===== src/rtl/md_pkg.sv =====
// md_pkg: shared constants for the iterative multiply/divide unit.
//   - MD_ITER          : iterations per operation (equals operand width)
//   - MD_MULT..MD_DIVU : i_op encodings
//   - MD_S_*           : sequencer state encodings
//   - md_mag()         : operand magnitude (absolute value when signed)
package md_pkg;

    localparam int MD_ITER = 32;

    localparam logic [1:0] MD_MULT  = 2'd0;
    localparam logic [1:0] MD_MULTU = 2'd1;
    localparam logic [1:0] MD_DIV   = 2'd2;
    localparam logic [1:0] MD_DIVU  = 2'd3;

    localparam logic [1:0] MD_S_IDLE = 2'd0;
    localparam logic [1:0] MD_S_CALC = 2'd1;
    localparam logic [1:0] MD_S_FIX  = 2'd2;

    function automatic logic [31:0] md_mag(input logic [31:0] v, input logic sgn);
        return (sgn && v[31]) ? (~v + 32'd1) : v;
    endfunction

endpackage


===== src/rtl/md_shift_core.sv =====
// md_shift_core: 64-bit shift/add/subtract datapath, one step per enabled cycle.
// Build option: MD_DIV_EN adds the restoring-divide step; without it only
// multiply steps exist and div_mode is ignored.
// Ports:
//   clk, rst_n        clock, async active-low reset
//   load              load acc = {0, load_a} and operand register = load_b
//   step              perform one iteration
//   div_mode          1 = divide step, 0 = multiply step
//   load_a, load_b    operand magnitudes
//   acc               accumulator (mul: product; div: {remainder, quotient})
module md_shift_core (
    input  logic        clk,
    input  logic        rst_n,
    input  logic        load,
    input  logic        step,
    input  logic        div_mode,
    input  logic [31:0] load_a,
    input  logic [31:0] load_b,
    output logic [63:0] acc
);
    logic [31:0] opb;
    logic [32:0] sum;
    logic [63:0] acc_next;
`ifdef MD_DIV_EN
    logic [32:0] rem;
    logic [32:0] diff;
`else
    logic        unused_mode;
    assign unused_mode = div_mode;
`endif

    always_comb begin
        // Multiply: add multiplier to the upper half when the LSB is set,
        // then shift right keeping the carry.
        sum      = {1'b0, acc[63:32]} + {1'b0, opb};
        acc_next = acc[0] ? {sum, acc[31:1]} : {1'b0, acc[63:1]};
`ifdef MD_DIV_EN
        // Restoring divide: shift the next dividend bit into the remainder
        // and keep the difference only when it does not go negative.
        rem  = {acc[63:32], acc[31]};
        diff = rem - {1'b0, opb};
        if (div_mode) begin
            acc_next = diff[32] ? {rem[31:0], acc[30:0], 1'b0}
                                : {diff[31:0], acc[30:0], 1'b1};
        end
`endif
    end

    always_ff @(posedge clk or negedge rst_n) begin
        if (!rst_n) begin
            acc <= 64'd0;
            opb <= 32'd0;
        end else if (load) begin
            acc <= {32'd0, load_a};
            opb <= load_b;
        end else if (step) begin
            acc <= acc_next;
        end
    end

endmodule


===== src/rtl/md_sequencer.sv =====
// md_sequencer: multiply/divide controller owning HI/LO.
// Build option: MD_DIV_EN enables DIV/DIVU; without it a division start
// pulses o_unsupported and o_div_zero is tied low.
// Ports:
//   i_clk, i_rst_n           clock, async active-low reset
//   i_start, i_op            launch request and operation (MULT/MULTU/DIV/DIVU)
//   i_op_a, i_op_b           operands
//   i_mthi, i_mtlo, i_wdata  HI/LO writes (IDLE only)
//   i_rd_hilo                MFHI/MFLO in execute (stalls while busy)
//   i_flush                  abort the operation in flight
//   o_hi, o_lo               architectural HI/LO
//   o_busy, o_stall          status / hazard stall
//   o_done, o_div_zero       completion pulse, divide-by-zero flag
//   o_unsupported            division requested while compiled out
module md_sequencer
    import md_pkg::*;
(
    input  logic        i_clk,
    input  logic        i_rst_n,
    input  logic        i_start,
    input  logic [1:0]  i_op,
    input  logic [31:0] i_op_a,
    input  logic [31:0] i_op_b,
    input  logic        i_mthi,
    input  logic        i_mtlo,
    input  logic [31:0] i_wdata,
    input  logic        i_rd_hilo,
    input  logic        i_flush,
    output logic [31:0] o_hi,
    output logic [31:0] o_lo,
    output logic        o_busy,
    output logic        o_stall,
    output logic        o_done,
    output logic        o_div_zero,
    output logic        o_unsupported
);
    logic [1:0]  state;
    logic [4:0]  cnt;
    logic [31:0] hi_q, lo_q;
    logic        div_op, res_neg, unsup_q;
    logic        launch, accept, is_signed;
    logic [31:0] a_mag, b_mag;
    logic [63:0] acc, prod;
    logic [31:0] res_hi, res_lo;
`ifdef MD_DIV_EN
    logic        rem_neg, dz_q;
`endif

    assign is_signed = ~i_op[0];
    assign a_mag     = md_mag(i_op_a, is_signed);
    assign b_mag     = md_mag(i_op_b, is_signed);
    assign launch    = (state == MD_S_IDLE) & i_start & ~i_flush;
`ifdef MD_DIV_EN
    assign accept     = launch;
    assign o_div_zero = o_done & dz_q;
`else
    assign accept     = launch & ~i_op[1];
    assign o_div_zero = 1'b0;
`endif

    assign o_hi          = hi_q;
    assign o_lo          = lo_q;
    assign o_busy        = (state != MD_S_IDLE);
    assign o_stall       = o_busy & (i_start | i_rd_hilo | i_mthi | i_mtlo);
    assign o_done        = (state == MD_S_FIX) & ~i_flush;
    assign o_unsupported = unsup_q;

    md_shift_core u_core (
        .clk      (i_clk),
        .rst_n    (i_rst_n),
        .load     (accept),
        .step     (state == MD_S_CALC),
        .div_mode (div_op),
        .load_a   (a_mag),
        .load_b   (b_mag),
        .acc      (acc)
    );

    // Sign fix-up: product negated as a whole, quotient/remainder separately.
    always_comb begin
        prod   = res_neg ? (~acc + 64'd1) : acc;
        res_hi = prod[63:32];
        res_lo = prod[31:0];
`ifdef MD_DIV_EN
        if (div_op) begin
            res_hi = rem_neg ? (~acc[63:32] + 32'd1) : acc[63:32];
            // Divide by zero leaves the all-ones quotient un-negated.
            res_lo = (res_neg & ~dz_q) ? (~acc[31:0] + 32'd1) : acc[31:0];
        end
`endif
    end

    always_ff @(posedge i_clk or negedge i_rst_n) begin
        if (!i_rst_n) begin
            state   <= MD_S_IDLE;
            cnt     <= 5'd0;
            hi_q    <= 32'd0;
            lo_q    <= 32'd0;
            div_op  <= 1'b0;
            res_neg <= 1'b0;
            unsup_q <= 1'b0;
`ifdef MD_DIV_EN
            rem_neg <= 1'b0;
            dz_q    <= 1'b0;
`endif
        end else begin
            unsup_q <= 1'b0;
            case (state)
                MD_S_IDLE: begin
                    if (i_mthi) hi_q <= i_wdata;
                    if (i_mtlo) lo_q <= i_wdata;
                    if (accept) begin
                        state   <= MD_S_CALC;
                        cnt     <= 5'd0;
                        div_op  <= i_op[1];
                        res_neg <= is_signed & (i_op_a[31] ^ i_op_b[31]);
`ifdef MD_DIV_EN
                        rem_neg <= is_signed & i_op_a[31];
                        dz_q    <= i_op[1] & (i_op_b == 32'd0);
`endif
                    end
`ifndef MD_DIV_EN
                    unsup_q <= launch & i_op[1];
`endif
                end
                MD_S_CALC: begin
                    if (i_flush) begin
                        state <= MD_S_IDLE;
                    end else begin
                        cnt <= cnt + 5'd1;
                        if (cnt == 5'(MD_ITER - 1)) state <= MD_S_FIX;
                    end
                end
                MD_S_FIX: begin
                    state <= MD_S_IDLE;
                    if (!i_flush) begin
                        hi_q <= res_hi;
                        lo_q <= res_lo;
                    end
                end
                default: state <= MD_S_IDLE;
            endcase
        end
    end

endmodule


===== config.mk =====
export PLATFORM = sky130hd
export DESIGN_NAME = md_sequencer
export DESIGN_NICKNAME = d
export VERILOG_FILES = /design/src/rtl/md_pkg.sv /design/src/rtl/md_shift_core.sv /design/src/rtl/md_sequencer.sv
export SDC_FILE = /design/constraint.sdc
export NUM_CORES = 1
export LEC_CHECK = 0
export CAP_MARGIN = 5
export CORE_MARGIN = 2
export CORE_UTILIZATION = 45
export DETAILED_ROUTE_END_ITERATION = 6
export HOLD_SLACK_MARGIN = 0.05
export PLACE_DENSITY_LB_ADDON = 0.08
export SLEW_MARGIN = 30
export SYNTH_ARGS = -nofsm -noshare
export SYNTH_HDL_FRONTEND = slang
export SYNTH_SLANG_ARGS = --single-unit

===== constraint.sdc =====
create_clock -name i_clk -period 5.3 [get_ports i_clk]
set_input_delay 1.06 -clock i_clk [delete_from_list [all_inputs] [get_ports i_clk]]
set_output_delay 1.06 -clock i_clk [all_outputs]
set_load 0.02 [all_outputs]

==> summary.md, run 1 <==
| Metric | Value |
|---|---|
| CTS tree | `done` |
| Clk_lat worst skew | `~0.44 ns` |
| H-Tree Depth | `4` |
| Power Density | `423 nW/um^2` |
| Pre-CTS setup slack | `0.926 ns` |
| Endpoint type of the worst setup path | `output port` |
| Post-CTS setup buffers | `0` |
| RD Place Congestion | `about 0.93` |
| P_leak | `approximately 0.0058 uW` |
| Vias in the first global route | `10200` |
| Setup slack after layout | `about 0.94 ns` |
| Initial antenna violation count | `0` |
| IO Port Bufs | `about 170` |
| Synth unique cells | `63` |
| GRT Util Overall | `0.278` |
| Max clock buf depth | `2` |
| Nets@finish | `roughly 1700` |
| Synth top area cells | `dfrtp_1 37%, o21ai_0 7.9%, xnor2_1 6.0%` |
| Commonest cells post-synth | `181 x o21ai_0, 169 x dfrtp_1, 166 x nand2_1` |
| VDD IR-drop max | `249 uV` |
| Share of layout cells above drive strength 1 | `0.0517` |
| Mean Syn Cell Area | `just over 8 um^2` |
| Max cap viols | `0` |
| Worst Path Required | `4.24 ns` |
| Synth-to-layout area growth | `23.0%` |
| Worst Hold Launch | `o_lo[20]$_DFFE_PN0P_` |
| FP Rows | `a little under 60` |
| First-pass GRT wire length | `around 58000 um` |
| # IOs | `approximately 170` |
| Syn nets | `1529` |
| Synth Instances | `~1400` |
| Final hold vios | `0` |
| Total routed wirelength | `36800 um` |
| Post-synth top area share | `0.369` |
| Clock Tree Root | `clkbuf_16` |
| Status | `finished clean` |
| Most frequent cell after synthesis | `o21ai_0` |
| Max Clock Skew | `0.0188 ns` |
| Clk sink count | `between 150 and 200` |
| Hpwl dp | `about 28000 um` |
| Initial detailed-routing violation count | `about 1200` |
| Clock Pin Slew Worst Setup and Hold Paths | `0.08 ns` |
| R2r setup slk | `between 1 and 1.5 ns` |
| Die Y-Extent | `164 um` |
| Synthesized cell area | `between 10000 and 15000 um^2` |
| # hold bufs at CTS | `0` |
| Core region area | `around 25000 um^2` |
| Ys flop type | `dfrtp_1` |
| Startpoint Class | `input port` |
| Total power | `~6000 uW` |
| Post-route setup TNS | `0 ns` |
| EDFF count, synth | `0` |
| Tmin final | `between 4 and 5 ns` |
| Die area | `26800 um^2` |
| Max frequency | `0.229 GHz` |
| Via density | `approximately 5.9` |
| Avg WL per Cell | `19.8 um` |
| Worst slew pin tran | `roughly 0.95 ns` |
| Unrepaired setup endpoints after global routing | `no` |
| Period utilisation layout | `0.823` |
| Chip width | `164 um` |
| Hold EP | `o_lo[20]$_DFFE_PN0P_` |
| Largest net degree at the start of global routing | `between 100 and 150` |
| Num CTS Buffers | `17` |
| Final setup fails | `0` |
| Design Area, Final | `14100 um^2` |
| Yosys reg bits | `169` |
| GRT Residual Overflow | `0` |
| Cell type with the highest aggregate area in the netlist | `dfrtp_1` |
| Crit path max fanout | `15` |
| Post-CTS Resized | `0` |
| Worst Hold Class | `reg -> reg` |
| Worst path arrival time | `3.30 ns` |
| Post-route DRC | `0` |
| WHS | `~0.48 ns` |
| Sequential-to-total area share from yosys stat | `0.369` |
| Crit path kind | `in -> out` |
| Fillers | `about 2400` |
| Cell depth of the worst flop-to-flop path | `10` |
| R2r startpoint | `u_core.acc[0]$_DFFE_PN0P_` |
| Max Slew Vio Count | `0` |
| Vias post-DR | `around 11000` |
| Starting density of the core | `0.457` |
| Post-DP Area | `13500 um^2` |
| Detail Route Antenna Nets | `0` |
| FF-to-FF End | `o_hi[4]$_DFFE_PN0P_` |
| Yosys warns | `0` |
| Worst relative slew slack | `0.367` |
| Ant. Diodes | `0` |
| Ys async rst share | `1.00` |
| Pre-antenna DRT Iters | `5` |
| Min-Delay Path Depth | `2` |
layer usage:
metal	vias to the layer above	share of wire	wire, um	GRT usage
met2	465	0.42	15500	0.405
met5	-	0	0	0
met1	5167	0.49	17900	0.432
li1	5286	-	-	-
met3	36	0.073	2680	0.0371
met4	0	0.019	688	0.0718
final cells by class:
cell class                      count  area [um^2]  area share
Clock buffer                       17          425      0.0301
Clock inverter                     15          198      0.0140
Inverter                           19         71.3     0.00505
Multi-Input combinational cell   1117         6890       0.489
Sequential cell                   169         4230       0.300
Tap cell                          330          413      0.0293
Timing Repair Buffer              190         1880       0.133
how the worst max path moves through the flow:
stage                     slack (ns)                    endpoint                       from
after floorplan                 1.56        o_hi[12]$_DFFE_PN0P_  u_core.acc[0]$_DFFE_PN0P_
final                           0.94                      o_done                    i_flush
after global routing            0.84                      o_done                    i_flush
after global placement          0.93  u_core.acc[23]$_DFFE_PN0P_                  i_op_a[1]
after detailed placement        0.93  u_core.acc[23]$_DFFE_PN0P_                  i_op_a[1]
after CTS                       0.96                      o_done                    i_flush
worst max-delay path, stage by stage:
cell	delay [ns]
clkdlybuf4s50_1	0.49
nand2b_1	0.24
a21oi_1	0.26
nand2_1	0.08
buf_4	0.21
inv_1	0.28
clkdlybuf4s50_1	0.67
per-stage QoR:
step                      std cells   util
after floorplan                1386      -
after global placement         1824  0.536
after detailed placement       1825  0.537
after CTS                      1857  0.562
after global routing           1857  0.562
final                          1857  0.562
logic make-up (layout without fill, tap and decap cells):
logic type / after synthesis / in the layout / share of synthesized area
AO/OA/AOI/OAI: 473 / 473 / 0.252
XOR/XNOR: 142 / 142 / 0.108
adder cells (fa/ha/maj): 38 / 38 / 0.0421
buffers and inverters: 100 / 241 / 0.0332
flip-flops: 169 / 169 / 0.369
multiplexers: 10 / 10 / 0.00894
other: 1 / 1 / 0.000327
AND/OR/NAND/NOR: 453 / 453 / 0.187
cells in the final DEF (no fill, tap or decap), types with 21 or more instances in the layout:
| cell | count |
|---|---|
| a21oi_1 | 104 |
| a22oi_1 | 45 |
| clkdlybuf4s50_1 | 171 |
| dfrtp_1 | 169 |
| ha_1 | 37 |
| nand2_1 | 165 |
| nor2_1 | 115 |
| nor3_1 | 21 |
| o21ai_0 | 181 |
| o31ai_1 | 35 |
| or3_1 | 27 |
| xnor2_1 | 78 |
| xor2_1 | 64 |
flip-flops by register name, summed over array words and instances (netlist names):
signal         cells
cnt                5
o_hi              32
o_lo              32
o_unsupported      1
res_neg            1
state              2
u_core.acc        64
u_core.opb        32
where the power goes:
group / total (uW) / internal (uW) / switching, uW / leakage [uW]
clock: 1340 / 725 / 612 / 0.000303
combinational: 2520 / 1090 / 1430 / 0.00338
sequential: 2120 / 1590 / 528 / 0.00211
total: 5970 / 3400 / 2570 / 0.00579
Power figures use the tool's default switching activity.
==> inputs of run 2 (changes only) <==
clock period = 4.5 ns   (was 5.3 ns; I/O delays follow)
==> run 2 against run 1 <==
Effect of this change:
- clock-buffer cell count did not move
- clock skew fell by 0.0057 ns
- worst setup slack worse by 0.24 ns
- final cell count rose by 0.32%
- sequential share of layout area barely moved
- die area is the same
- register-to-register slack worse by 0.45 ns
- critical path type unchanged
- highest routed layer unchanged
==> summary.md, run 2 (synthesized netlist as in run 1, its figures left out) <==
| Metric | Value |
|---|---|
| GR peak layer | `met1` |
| Fillers | `between 2000 and 2500` |
| Initial antenna violation count | `0` |
| Worst relative slew slack | `0.406` |
| Setup slack after layout | `~0.70 ns` |
| Clk sink count | `169` |
| Die area | `about 27000 um^2` |
| Power Density | `about 500 nW/um^2` |
| IO Port Bufs | `between 150 and 200` |
| Crit path max fanout | `4` |
| Starting density of the core | `0.457` |
| Commonest cells after routing, fill and taps aside | `181 x o21ai_0, 171 x clkdlybuf4s50_1, 169 x dfrtp_1` |
| Final setup fails | `0` |
| Period utilisation layout | `0.845` |
| Core region area | `~25000 um^2` |
| Status | `finished clean` |
| Unrepaired setup endpoints after global routing | `no` |
| Initial detailed-routing violation count | `a little over 1000` |
| Worst slew pin tran | `between 0.8 and 0.9 ns` |
| GRT Util Overall | `0.276` |
| Via density | `approximately 5.9` |
| # hold bufs at CTS | `0` |
| Die Y-Extent | `164 um` |
| Crit path kind | `in -> out` |
| WP depth | `6` |
| Clock power frac | `0.221` |
| Switching power share of the total | `0.429` |
| First-pass GRT wire length | `around 58000 um` |
| Met3 Use GR | `0.0353` |
| R2r setup slk | `0.92 ns` |
| R2r startpoint | `u_core.acc[1]$_DFFE_PN0P_` |
| # IOs | `174` |
| Vias in the first global route | `a little over 10000` |
| H-Tree Depth | `4` |
| P_leak | `just under 0.006 uW` |
| Critical path's slowest cell | `clkdlybuf4s50_1` |
| CTS tree | `done` |
| Max Clock Skew | `0.0131 ns` |
| Met2 Use GR | `0.412` |
| Most common cell after layout, fill and taps aside | `o21ai_0` |
| Startpoint Class | `input port` |
| Max cap viols | `0` |
| Post-CTS setup buffers | `0` |
| CP max stage delay | `0.61 ns` |
| Part of the power in registers | `0.353` |
| Avg WL per Cell | `approximately 20 um` |
| Synth-to-layout area growth | `23.2%` |
| Post-route DRC | `0` |
| Max Slew Vio Count | `0` |
| FF-to-FF End | `o_hi[0]$_DFFE_PN0P_` |
| Total power | `7020 uW` |
| Cell depth of the worst flop-to-flop path | `10` |
| Chip width | `approximately 160 um` |
| Vias post-DR | `11000` |
| P_sw | `3010 uW` |
| Final hold vios | `0` |
| Int Pwr | `roughly 4000 uW` |
| Total routed wirelength | `approximately 37000 um` |
| Largest net degree at the start of global routing | `between 90 and 100` |
| Nets@finish | `around 1700` |
| GRT Residual Overflow | `0` |
| Pre-antenna DRT Iters | `6` |
| Worst path arrival time | `just under 3 ns` |
| Grt met1 use | `0.423` |
| Final cell count without fillers | `1863` |
| Largest register by flop count | `u_core.acc` |
| Post-route setup TNS | `0 ns` |
| Clock Tree Root | `clkbuf_16` |
| Clk_lat worst skew | `around 0.44 ns` |
| Cell repeated most along the worst path | `clkdlybuf4s50_1` |
| Num CTS Buffers | `17` |
| Critical path buffers and inverters | `3` |
| Endpoint type of the worst setup path | `output port` |
| Core Util, Final | `0.563` |
| Max frequency | `0.263 GHz` |
| Max reg flops | `64` |
| RD Place Congestion | `around 0.90` |
| Worst Hold Class | `in -> async` |
| Combinational power share | `0.426` |
| Hpwl dp | `between 20000 and 30000 um` |
| Top delay family on crit path | `buffers and inverters` |
| Max clock buf depth | `2` |
| Pre-CTS setup slack | `~0.29 ns` |
| Cell chain of the critical path | `clkdlybuf4s50_1 > nand2b_1 > a21oi_1 > nand2_1 > inv_1 > clkdlybuf4s50_1` |
| FP Rows | `58` |
| Share of layout cells above drive strength 1 | `0.0548` |
| VDD IR-drop max | `288 uV` |
| Ant. Diodes | `0` |
| Inst Count DP | `1831` |
| Worst Path Required | `~3.6 ns` |
| Detail Route Antenna Nets | `0` |
| Clock Pin Slew Worst Setup and Hold Paths | `roughly 0.080 ns` |
| Tmin final | `around 3.8 ns` |
| Post-CTS Resized | `0` |
[run 2: layout make-up]
type	count	area, um^2	area share
multi-input cells	1117	6900	0.488
flip-flops and latches	169	4230	0.299
repair buffers	196	1920	0.136
clock buffers	17	425	0.0301
well taps	330	413	0.0292
clock inverters	15	179	0.0127
inverters	19	71.3	0.00505
[run 2: worst max path at each step]
| stage | startpoint | endpoint |
|---|---|---|
| 2_1_floorplan | u_core.acc[0]$_DFFE_PN0P_ | o_hi[12]$_DFFE_PN0P_ |
| 3_3_place_gp | i_op_a[1] | u_core.acc[23]$_DFFE_PN0P_ |
| 3_5_place_dp | i_op_a[1] | u_core.acc[23]$_DFFE_PN0P_ |
| 4_1_cts | i_flush | o_done |
| 5_1_grt | i_op_a[1] | u_core.acc[23]$_DFFE_PN0P_ |
| 6_report | i_flush | o_done |
[run 2: metal layers]
layer,part of all wire,vias to the layer above
met1,0.49,5253
met4,0.016,0
li1,-,5300
met2,0.43,402
met3,0.067,35
met5,0,-
[run 2: stage by stage]
stage,hold WS (ns),instance area (um^2)
2_1_floorplan,0.454,11500
3_3_place_gp,0.461,13500
3_5_place_dp,0.467,13500
4_1_cts,0.485,14100
5_1_grt,0.498,14100
6_report,0.459,14100
[run 2: power groups by stage]
| stage | Combinational, uW | Clock [uW] | Sequential, uW |
|---|---|---|---|
| 5_1_grt | 3330 | 1620 | 2530 |
| 3_3_place_gp | 2910 | 0 | 2480 |
| 4_1_cts | 2960 | 1560 | 2460 |
| 3_5_place_dp | 2950 | 0 | 2490 |
| 6_report | 2990 | 1550 | 2480 |
| 2_1_floorplan | 2010 | 0 | 2330 |
